**src/rtl/sap1_pkg.sv**
```systemverilog
// rtl/sap1_pkg.sv - SAP-1 shared widths, opcodes and T-state sequencing
package sap1_pkg;

  localparam int DATA_W = 8;
  localparam int ADDR_W = 4;
  localparam int DEPTH  = 1 << ADDR_W;

  localparam logic [3:0] OP_LDA = 4'h0;
  localparam logic [3:0] OP_ADD = 4'h1;
  localparam logic [3:0] OP_SUB = 4'h2;
  localparam logic [3:0] OP_OUT = 4'hE;
  localparam logic [3:0] OP_HLT = 4'hF;

  typedef enum logic [2:0] {
    T1 = 3'd0,
    T2 = 3'd1,
    T3 = 3'd2,
    T4 = 3'd3,
    T5 = 3'd4,
    T6 = 3'd5
  } t_state_e;

  function automatic t_state_e next_t(input t_state_e t);
    t_state_e n;
    n = T1;
    case (t)
      T1:      n = T2;
      T2:      n = T3;
      T3:      n = T4;
      T4:      n = T5;
      T5:      n = T6;
      default: n = T1;
    endcase
    return n;
  endfunction

endpackage

```
**src/rtl/sap1_ram16x8.sv**
```systemverilog
// rtl/sap1_ram16x8.sv - 16x8 program/data RAM, synchronous write, asynchronous read
module sap1_ram16x8
  import sap1_pkg::*;
(
  input  logic              i_clk,
  input  logic              i_we,
  input  logic [ADDR_W-1:0] i_waddr,
  input  logic [DATA_W-1:0] i_wdata,
  input  logic [ADDR_W-1:0] i_raddr,
  output logic [DATA_W-1:0] o_rdata
);

  logic [DATA_W-1:0] r_mem [DEPTH];

  always_ff @(posedge i_clk) begin
    if (i_we) begin
      r_mem[i_waddr] <= i_wdata;
    end
  end

  assign o_rdata = r_mem[i_raddr];

endmodule

```
**src/rtl/tt_um_sap_1.sv**
```systemverilog
// rtl/tt_um_sap_1.sv - SAP-1 computer: single-bus datapath with a six-state T-cycle controller
module tt_um_sap_1
  import sap1_pkg::*;
(
  input  logic       clk,
  input  logic       rst_n,
  input  logic       ena,
  input  logic [7:0] ui_in,
  output logic [7:0] uo_out,
  input  logic [7:0] uio_in,
  output logic [7:0] uio_out,
  output logic [7:0] uio_oe
);

  logic [ADDR_W-1:0] r_pc;
  logic [ADDR_W-1:0] r_mar;
  logic [DATA_W-1:0] r_ir;
  logic [DATA_W-1:0] r_a;
  logic [DATA_W-1:0] r_b;
  logic [DATA_W-1:0] r_out;
  logic              r_halted;
  t_state_e          r_t;

  logic              w_load;
  logic              w_run;
  logic              w_we;
  logic              w_mem_op;
  logic [3:0]        w_opcode;
  logic [DATA_W-1:0] w_ram_rdata;
  logic [DATA_W-1:0] w_alu;
  logic [DATA_W-1:0] w_bus;
  logic              w_unused;

  assign w_load   = ui_in[7];
  assign w_run    = ena & ~w_load & ~r_halted;
  assign w_we     = ena & w_load & ui_in[4] & ~rst_n;
  assign w_opcode = r_ir[7:4];
  assign w_mem_op = (w_opcode == OP_LDA) | (w_opcode == OP_ADD) | (w_opcode == OP_SUB);
  assign w_alu    = (w_opcode == OP_SUB) ? (r_a - r_b) : (r_a + r_b);
  assign w_unused = &{1'b0, ui_in[6:5]};

  sap1_ram16x8 u_ram (
    .i_clk   (clk),
    .i_we    (w_we),
    .i_waddr (ui_in[3:0]),
    .i_wdata (uio_in),
    .i_raddr (r_mar),
    .o_rdata (w_ram_rdata)
  );

  // Exactly one source per T-state; load mode and halt float the bus to zero.
  always_comb begin
    w_bus = '0;
    if (!w_load && !r_halted) begin
      case (r_t)
        T1: w_bus = {{(DATA_W-ADDR_W){1'b0}}, r_pc};
        T3: w_bus = w_ram_rdata;
        T4: begin
          if (w_mem_op)                 w_bus = {{(DATA_W-ADDR_W){1'b0}}, r_ir[3:0]};
          else if (w_opcode == OP_OUT)  w_bus = r_a;
        end
        T5: if (w_mem_op) w_bus = w_ram_rdata;
        T6: if ((w_opcode == OP_ADD) || (w_opcode == OP_SUB)) w_bus = w_alu;
        default: w_bus = '0;
      endcase
    end
  end

  always_ff @(posedge clk) begin
    if (rst_n) begin
      r_pc     <= '0;
      r_mar    <= '0;
      r_ir     <= '0;
      r_a      <= '0;
      r_b      <= '0;
      r_out    <= '0;
      r_halted <= 1'b0;
      r_t      <= T1;
    end else if (w_run) begin
      r_t <= next_t(r_t);
      case (r_t)
        T1: r_mar <= w_bus[ADDR_W-1:0];
        T2: r_pc  <= r_pc + 4'd1;
        T3: r_ir  <= w_bus;
        T4: begin
          if (w_mem_op)                r_mar    <= w_bus[ADDR_W-1:0];
          else if (w_opcode == OP_OUT) r_out    <= w_bus;
          else if (w_opcode == OP_HLT) r_halted <= 1'b1;
        end
        T5: begin
          if (w_opcode == OP_LDA)                                  r_a <= w_bus;
          else if ((w_opcode == OP_ADD) || (w_opcode == OP_SUB))   r_b <= w_bus;
        end
        T6: if ((w_opcode == OP_ADD) || (w_opcode == OP_SUB)) r_a <= w_bus;
        default: ;
      endcase
    end
  end

  assign uo_out  = w_bus;
  assign uio_out = r_out;
  assign uio_oe  = w_load ? 8'h00 : 8'hFF;

endmodule

```
**config.mk**
```make
export PLATFORM = sky130hd
export DESIGN_NAME = tt_um_sap_1
export DESIGN_NICKNAME = d
export VERILOG_FILES = /design/src/rtl/sap1_pkg.sv /design/src/rtl/sap1_ram16x8.sv /design/src/rtl/tt_um_sap_1.sv
export SDC_FILE = /design/constraint.sdc
export NUM_CORES = 1
export LEC_CHECK = 0
export ABC_AREA = 1
export CORE_ASPECT_RATIO = 0.7
export CORE_MARGIN = 5
export CORE_UTILIZATION = 50
export DETAILED_ROUTE_END_ITERATION = 16
export HOLD_SLACK_MARGIN = 0.1
export PLACE_DENSITY = 0.68
export SYNTH_ARGS = -nofsm -noshare
export SYNTH_HDL_FRONTEND = slang
export SYNTH_HIERARCHICAL = 1
export SYNTH_SLANG_ARGS = --single-unit
export TNS_END_PERCENT = 5
```
**constraint.sdc**
```tcl
create_clock -name clk -period 4.4 [get_ports clk]
set_input_delay 0.88 -clock clk [delete_from_list [all_inputs] [get_ports clk]]
set_output_delay 0.88 -clock clk [all_outputs]
set_load 0.03 [all_outputs]
```
# --- Word level (Yosys, flattened, before mapping) ---
# Memories as Yosys holds them, arrays and structs flattened. A register that Yosys moved wholly into a read port is not among the register bits.
# Index checks and enable logic that the tools add are counted.
word_totals:
  regBits: 44
  ram_bits: 128
  inputBits: 19
  output_inout_bits: 24
  elab_cells: 70
  n_memories: 1
memory_table:
  columns: ["memory", "depth", "width", "read_ports", "rd_clocked_by_memory_dff", "wr", "line_no", "rtl"]
  rows:
  - ["u_ram.r_mem", 16, 8, 1, 1, 1, "sap1_ram16x8.sv:13", "logic [DATA_W-1:0] r_mem [DEPTH];"]
op_classes:
  add_sub_neg: 3
  n_eq_ne: 12
  mux: 18
  bitwise: 13
  reduce_logical: 15
op_table:
  columns: ["op", "count"]
  rows:
  - ["two-way mux 8 bit", 9]
  - ["case mux 8 bit (5 select lines)", 1]
  - ["case mux 8 bit (2 select lines)", 1]
  - ["case mux 3 bit (5 select lines)", 1]
  - ["two-way mux 4 bit", 3]
  - ["AND reduction 4 bit", 3]
  - ["adder 8 bit", 1]
  - ["== test 4 bit (second input constant)", 2]
  - ["case mux 4 bit (2 select lines)", 1]
  - ["subtractor 8 bit", 1]
  - ["== test 3 x 2 -> 1 bit (second input constant)", 2]
  - ["== test 3 bit (second input constant)", 2]
  - ["!= test 2 bit (second input constant)", 3]
  - ["inverter 1 bit", 6]
  - ["bitwise AND 1 bit", 5]
  - ["AND reduction 5 bit", 1]
  - ["adder 4 x 1 -> 4 bit (second input constant)", 1]
  - ["== test 4 x 1 -> 1 bit (second input constant)", 1]
  - ["== test 4 x 2 -> 1 bit (second input constant)", 1]
  - ["logical NOT 4 bit", 1]
  - ["AND reduction 2 bit", 2]
  - ["nonzero test 2 bit", 2]
  - ["== test 3 x 1 -> 1 bit (second input constant)", 1]
  - ["logical NOT 3 bit", 1]
  - ["6 further kinds", 9]

# --- Longest topological paths before layout ---
depth:
  word_depth: 10
  ltp_mapped: 18
  mapped_depth_nobuf: 18

# --- By module ---
# Netlist, hierarchy kept.
modules_own_cells:
  columns: ["module", "instances", "cells_per_inst", "area_each_um2", "seq_area_each_um2"]
  rows:
  - ["sap1_ram16x8", 1, 543, 5606.6, 3843.7]
  - ["tt_um_sap_1", 1, 337, 2523.7, 880.8]

# --- Worst setup path before layout ---
# OpenSTA, ideal clock, no wires.
synth_timing:
  kind: "register to output"
  startpoint: "reg r_ir[5]"
  endpoint: "out uo_out[6]"
  arrival_ps: 2190
  required_time_ps: 3520
  slack_ps: 1330
  stages_incl_launch_ff: 15
  path_buffers: 0
  path_cell_list: "dfxtp_1 > inv_1 > nor2_4 > nand2_1 > o31ai_1 > xnor2_1 > inv_1 > ha_1 > nand2_1 > or2_2 > nand4_1 > nand3_1 > nand2_1 > nand2_1 > inv_1"
synth_via:
  elab_chain_len: 6
  word_cells_on_any_way: 14
  cone_classes: "eq/ne (3); mux (7); bitwise (2); reduce/logical (2)"
synth_rtl:
  columns: ["item", "line_no", "rtl"]
  rows:
  - ["start: declaration", "tt_um_sap_1.sv:17", "logic [DATA_W-1:0] r_ir;"]
  - ["start signal: assignment", "tt_um_sap_1.sv:84", "T3: r_ir <= w_bus;"]
  - ["== test 4 x 1 -> 1 bit or logical NOT 4 bit (tied branches)", "tt_um_sap_1.sv:38, tt_um_sap_1.sv:63", null]
  - ["bitwise OR 1 bit (2 in series)", "tt_um_sap_1.sv:38", "assign w_mem_op = (w_opcode == OP_LDA) | (w_opcode == OP_ADD) | (w_opcode == OP_SUB);"]
  - ["two-way mux 8 bit, on equally long branches", "tt_um_sap_1.sv:62, tt_um_sap_1.sv:59", null]
  - ["case mux 8 bit (5 select lines) *", "tt_um_sap_1.sv:55", "case (r_t)"]
  - ["two-way mux 8 bit *", "tt_um_sap_1.sv:54", "if (!w_load && !r_halted) begin"]
  - ["end: declaration", "tt_um_sap_1.sv:9", "output logic [7:0] uo_out,"]
# Mark *: on every way between the ends. The rest lies on a longest branch, timed or not.

# --- Final worst setup path ---
layout_timing:
  startpoint: "reg r_ir[5]"
  endpoint: "out uo_out[5]"
# Same word-level chain as after synthesis.

==> results.py <==
metrics = {
    "pwr": {
        "leakage_nw": 3.92,
        "power_density_mw_per_mm2": 379,
        "p_int_mw": 2.67,
        "power_frac_seq_pct": 50.5,
        "combPwrFrac_pct": 7.6,
        "power_switching_share_pct": 23.4,
        "peakVddDrop_v": 0.000269,
        "p_sw_mw": 0.816,
        "pwr-share-clk_pct": 41.8,
    },
    "grt": {
        "antenna_found_initial": 0,
        "grt.overflow.total": 0,
        "grt_pass1_vias": 5407,
        "track_usage_pct": 20.5,
        "grt_max_degree": 65,
        "grt_pass1_wl_mm": 29.5,
    },
    "synthesis": {
        "netlist_area_mm2": 0.00813,
        "async_reset_ff_share_pct": 0,
        "ys.flop_type": "edfxtp_1",
        "yosysSeqAreaShare_pct": 58.1,
        "synth_nets": 909,
        "synth_top_family_by_area": "simple AND/OR/NAND/NOR gates",
        "synth-xor-area-share_pct": 0.754,
        "synth_compound_area_share_pct": 7.56,
        "synth_cell_types": 42,
        "synthCells": 880,
        "ys_warn_count": 6,
        "synth_adder_area_share_pct": 1.63,
        "avgSynthCellArea_um2": 9.24,
        "synth.area.mux_share_pct": 0,
        "synth_simple_gate_area_share_pct": 22.0,
        "synth_edf_count": 128,
        "ys_ff_latch": 172,
    },
    "sta": {
        "fin_setup_tns_ns": 0,
        "hold_viol": 0,
        "fin_skew_ns": 0.0106,
        "fin_crit_ns": 4.14,
        "max_freq_ghz": 0.242,
        "rsz0062_at_grt": "false",
        "slew_viol_final": 0,
        "worst_pin_slew_ns": 1.09,
        "min_period_over_period_pct": 94.0,
        "slew_headroom_pct": 27.6,
        "finalSetupViolCount": 0,
    },
    "routing": {
        "antenna_left": 0,
        "wl_per_cell_um": 16.2,
        "drt_first_pass_iters": 5,
        "vias_per_cell": 5.20,
        "vias": 5947,
        "drt_wl_total_mm": 18.5,
        "drt_iter0_markers": 505,
        "drc": 0,
    },
    "run": {
        "drv_cap": 0,
    },
    "status": {
        "outcome": "finished, final reports clean",
    },
    "setup_path": {
        "reg2reg_slack_ns": 1.79,
        "cp_num_buf_inv": 3,
        "cpMostUsedCell": "nand2_1",
        "cp_slowest_cell": "clkdlybuf4s50_1",
        "r2r-end": "r_ir[6]",
        "path_cells": "inv_1 -> nor2_4 -> nand2_1 -> nand2_2 -> xor2_1 -> ha_1 -> nand2_1 -> a21oi_1 -> nor2_1 -> nand2_1 -> nand3_1 -> nand2_1 -> nand2_1 -> inv_1 -> clkdlybuf4s50_1",
        "critPathMaxStageDelay_ns": 0.66,
        "arrival_ns": 3.26,
        "critPathKind": "reg2out",
        "endpoint": "uo_out[5]",
        "reg2reg_from": "r_ir[5]",
        "critPathMaxFanout": 7,
        "startpoint_type": "flop",
        "worstSetupStartpoint": "r_ir[5]",
        "cp_top_family": "buffers and inverters",
        "path_depth": 15,
        "critPathRequiredTime_ns": 3.52,
        "end_kind": "primary output",
        "ff2ff_path_depth": 15,
    },
    "clock_network": {
        "cts_tree": "built",
        "numCtsBuffers": 17,
        "path_clk_slew_ns": 0.07,
        "clock_latency_ns": 0.42,
        "cts.sinks": 172,
        "holdBufCountCts": 0,
        "postCtsSetupBuffers": 0,
        "root_buffer": "clkbuf_16",
        "clock_path_buffers": 2,
        "cts_max_level": 4,
        "ctsResizeCount": 0,
    },
    "floorplanning": {
        "core_mm2": 0.0162,
        "ioPinCount": 43,
        "die_h_um": 117,
        "dieArea_mm2": 0.0190,
        "die_w_um": 162,
        "initial_core_util_pct": 50.3,
        "std_cell_rows": 39,
    },
    "finish": {
        "fin_area_mm2": 0.00920,
        "fillers": 1361,
        "final_nets": 935,
        "area_growth_pct": 13.1,
        "drive_gt1_share_pct": 7.40,
        "diodes": 0,
    },
    "place": {
        "portBuffers": 40,
        "hpwl_mm": 11.9,
        "dpl_cell_area_mm2": 0.00861,
        "place_congestion": 0.863,
    },
    "min_path": {
        "holdCritPathClass": "reg2reg",
        "worstHoldStart": "r_pc[3]",
    },
}
per-stage QoR:
stage / instances / total power, mW / hold WS [ns] / util [%] / worst slack (ns)
floorplan: 880 / 1.96 / 0.439 / - / 1.33
global placement: 1112 / 2.06 / 0.454 / 53.3 / 0.553
detailed placement: 1112 / 2.06 / 0.463 / 53.3 / 0.508
CTS: 1144 / 3.50 / 0.473 / 56.9 / 0.0396
global route: 1144 / 3.61 / 0.517 / 56.9 / 0.0670
finish: 1144 / 3.48 / 0.477 / 56.9 / 0.263
worst register-to-register path, stage by stage (launching register included):
cell and delay, ns:
dfxtp_1 0.31, inv_1 0.20, nor2_4 0.08, nand2_1 0.22
nand2_2 0.12, xor2_1 0.17, ha_1 0.38, a21oi_1 0.13
or2_2 0.31, nand3_1 0.08, nand2_1 0.05, nand3_1 0.06
nand2_1 0.06, nand2_1 0.08, buf_4 0.15, a21oi_1 0.07
worst min-delay path by stage:
stage                   end  cells after the start
floorplan           r_pc[3]                      2
global placement    r_pc[3]                      2
detailed placement  r_pc[3]                      2
CTS                 r_pc[3]                      2
global route        r_pc[3]                      2
finish              r_pc[3]                      2
layout by cell type, fill, tap and decap left out, types with 4 or more instances in the layout:
master	n
ha_1	9
nand3b_1	4
clkbuf_16	17
dfxtp_1	43
dlymetal6s2s_1	4
o21ai_0	38
buf_4	5
inv_2	6
nand2_1	226
nand3_1	111
nor2_2	4
nor2_4	4
xor2_1	5
edfxtp_1	128
a21oi_1	47
clkdlybuf4s50_1	36
nor2_1	30
nand2_2	4
nor3_1	4
inv_1	135
nand4_1	4
o21ai_2	5
o21ai_1	6
synthesized netlist by cell type (5+ instances only):
master	n	share of area [%]
nor2_1	30	1.4
ha_1	9	1.4
inv_2	6	0.28
nand2_1	226	10
inv_1	135	6.2
buf_4	13	1.2
nand3_1	111	6.8
o21ai_2	5	0.54
buf_2	15	0.92
edfxtp_1	128	47
dfxtp_1	44	11
xor2_1	5	0.54
a21oi_1	47	2.9
o21ai_0	39	2.4
o21ai_1	5	0.31
buf_6	8	1.1
power by group through the flow:
stage	Combinational (mW)	Sequential, mW	Clock (mW)
2_1_floorplan	0.173	1.79	0
3_3_place_gp	0.261	1.80	0
5_1_grt	0.293	1.76	1.55
3_5_place_dp	0.265	1.80	0
4_1_cts	0.266	1.76	1.48
6_report	0.266	1.76	1.46
final cells by class:
class,count,area [µm²],area share (%)
sequential,172,4730,51.4
inverter,141,529,5.76
timing repair buffer,47,488,5.31
tap,225,282,3.06
clock buffer,18,429,4.67
clock inverter,14,144,1.56
multi-input combinational,527,2600,28.3
per-layer routing:
metal	wire length (µm)	share of wire, %	global-route usage (%)
met5	0	0	0
met4	93	0.50	3.77
met3	1270	6.9	4.76
met2	7840	42	29.1
met1	9320	50	32.3
state kept, by name, summed over array words and instances, names as in the netlist:
name         count
u_ram/r_mem    128
r_mar            4
uio_out          8
r_b              8
r_halted         1
r_pc             4
r_t              3
r_ir             8
r_a              8
cell families (layout without fill, tap and decap cells):
logic type	after synthesis	count (layout)
xor gates and xnor gates	7	7
AOI/OAI and AO/OA	110	110
buffers and inverters	181	220
adders and majority gates	10	10
and+or+nand+nor	400	400
DFF	172	172
Note: power is estimated with default switching activity, not from simulation.
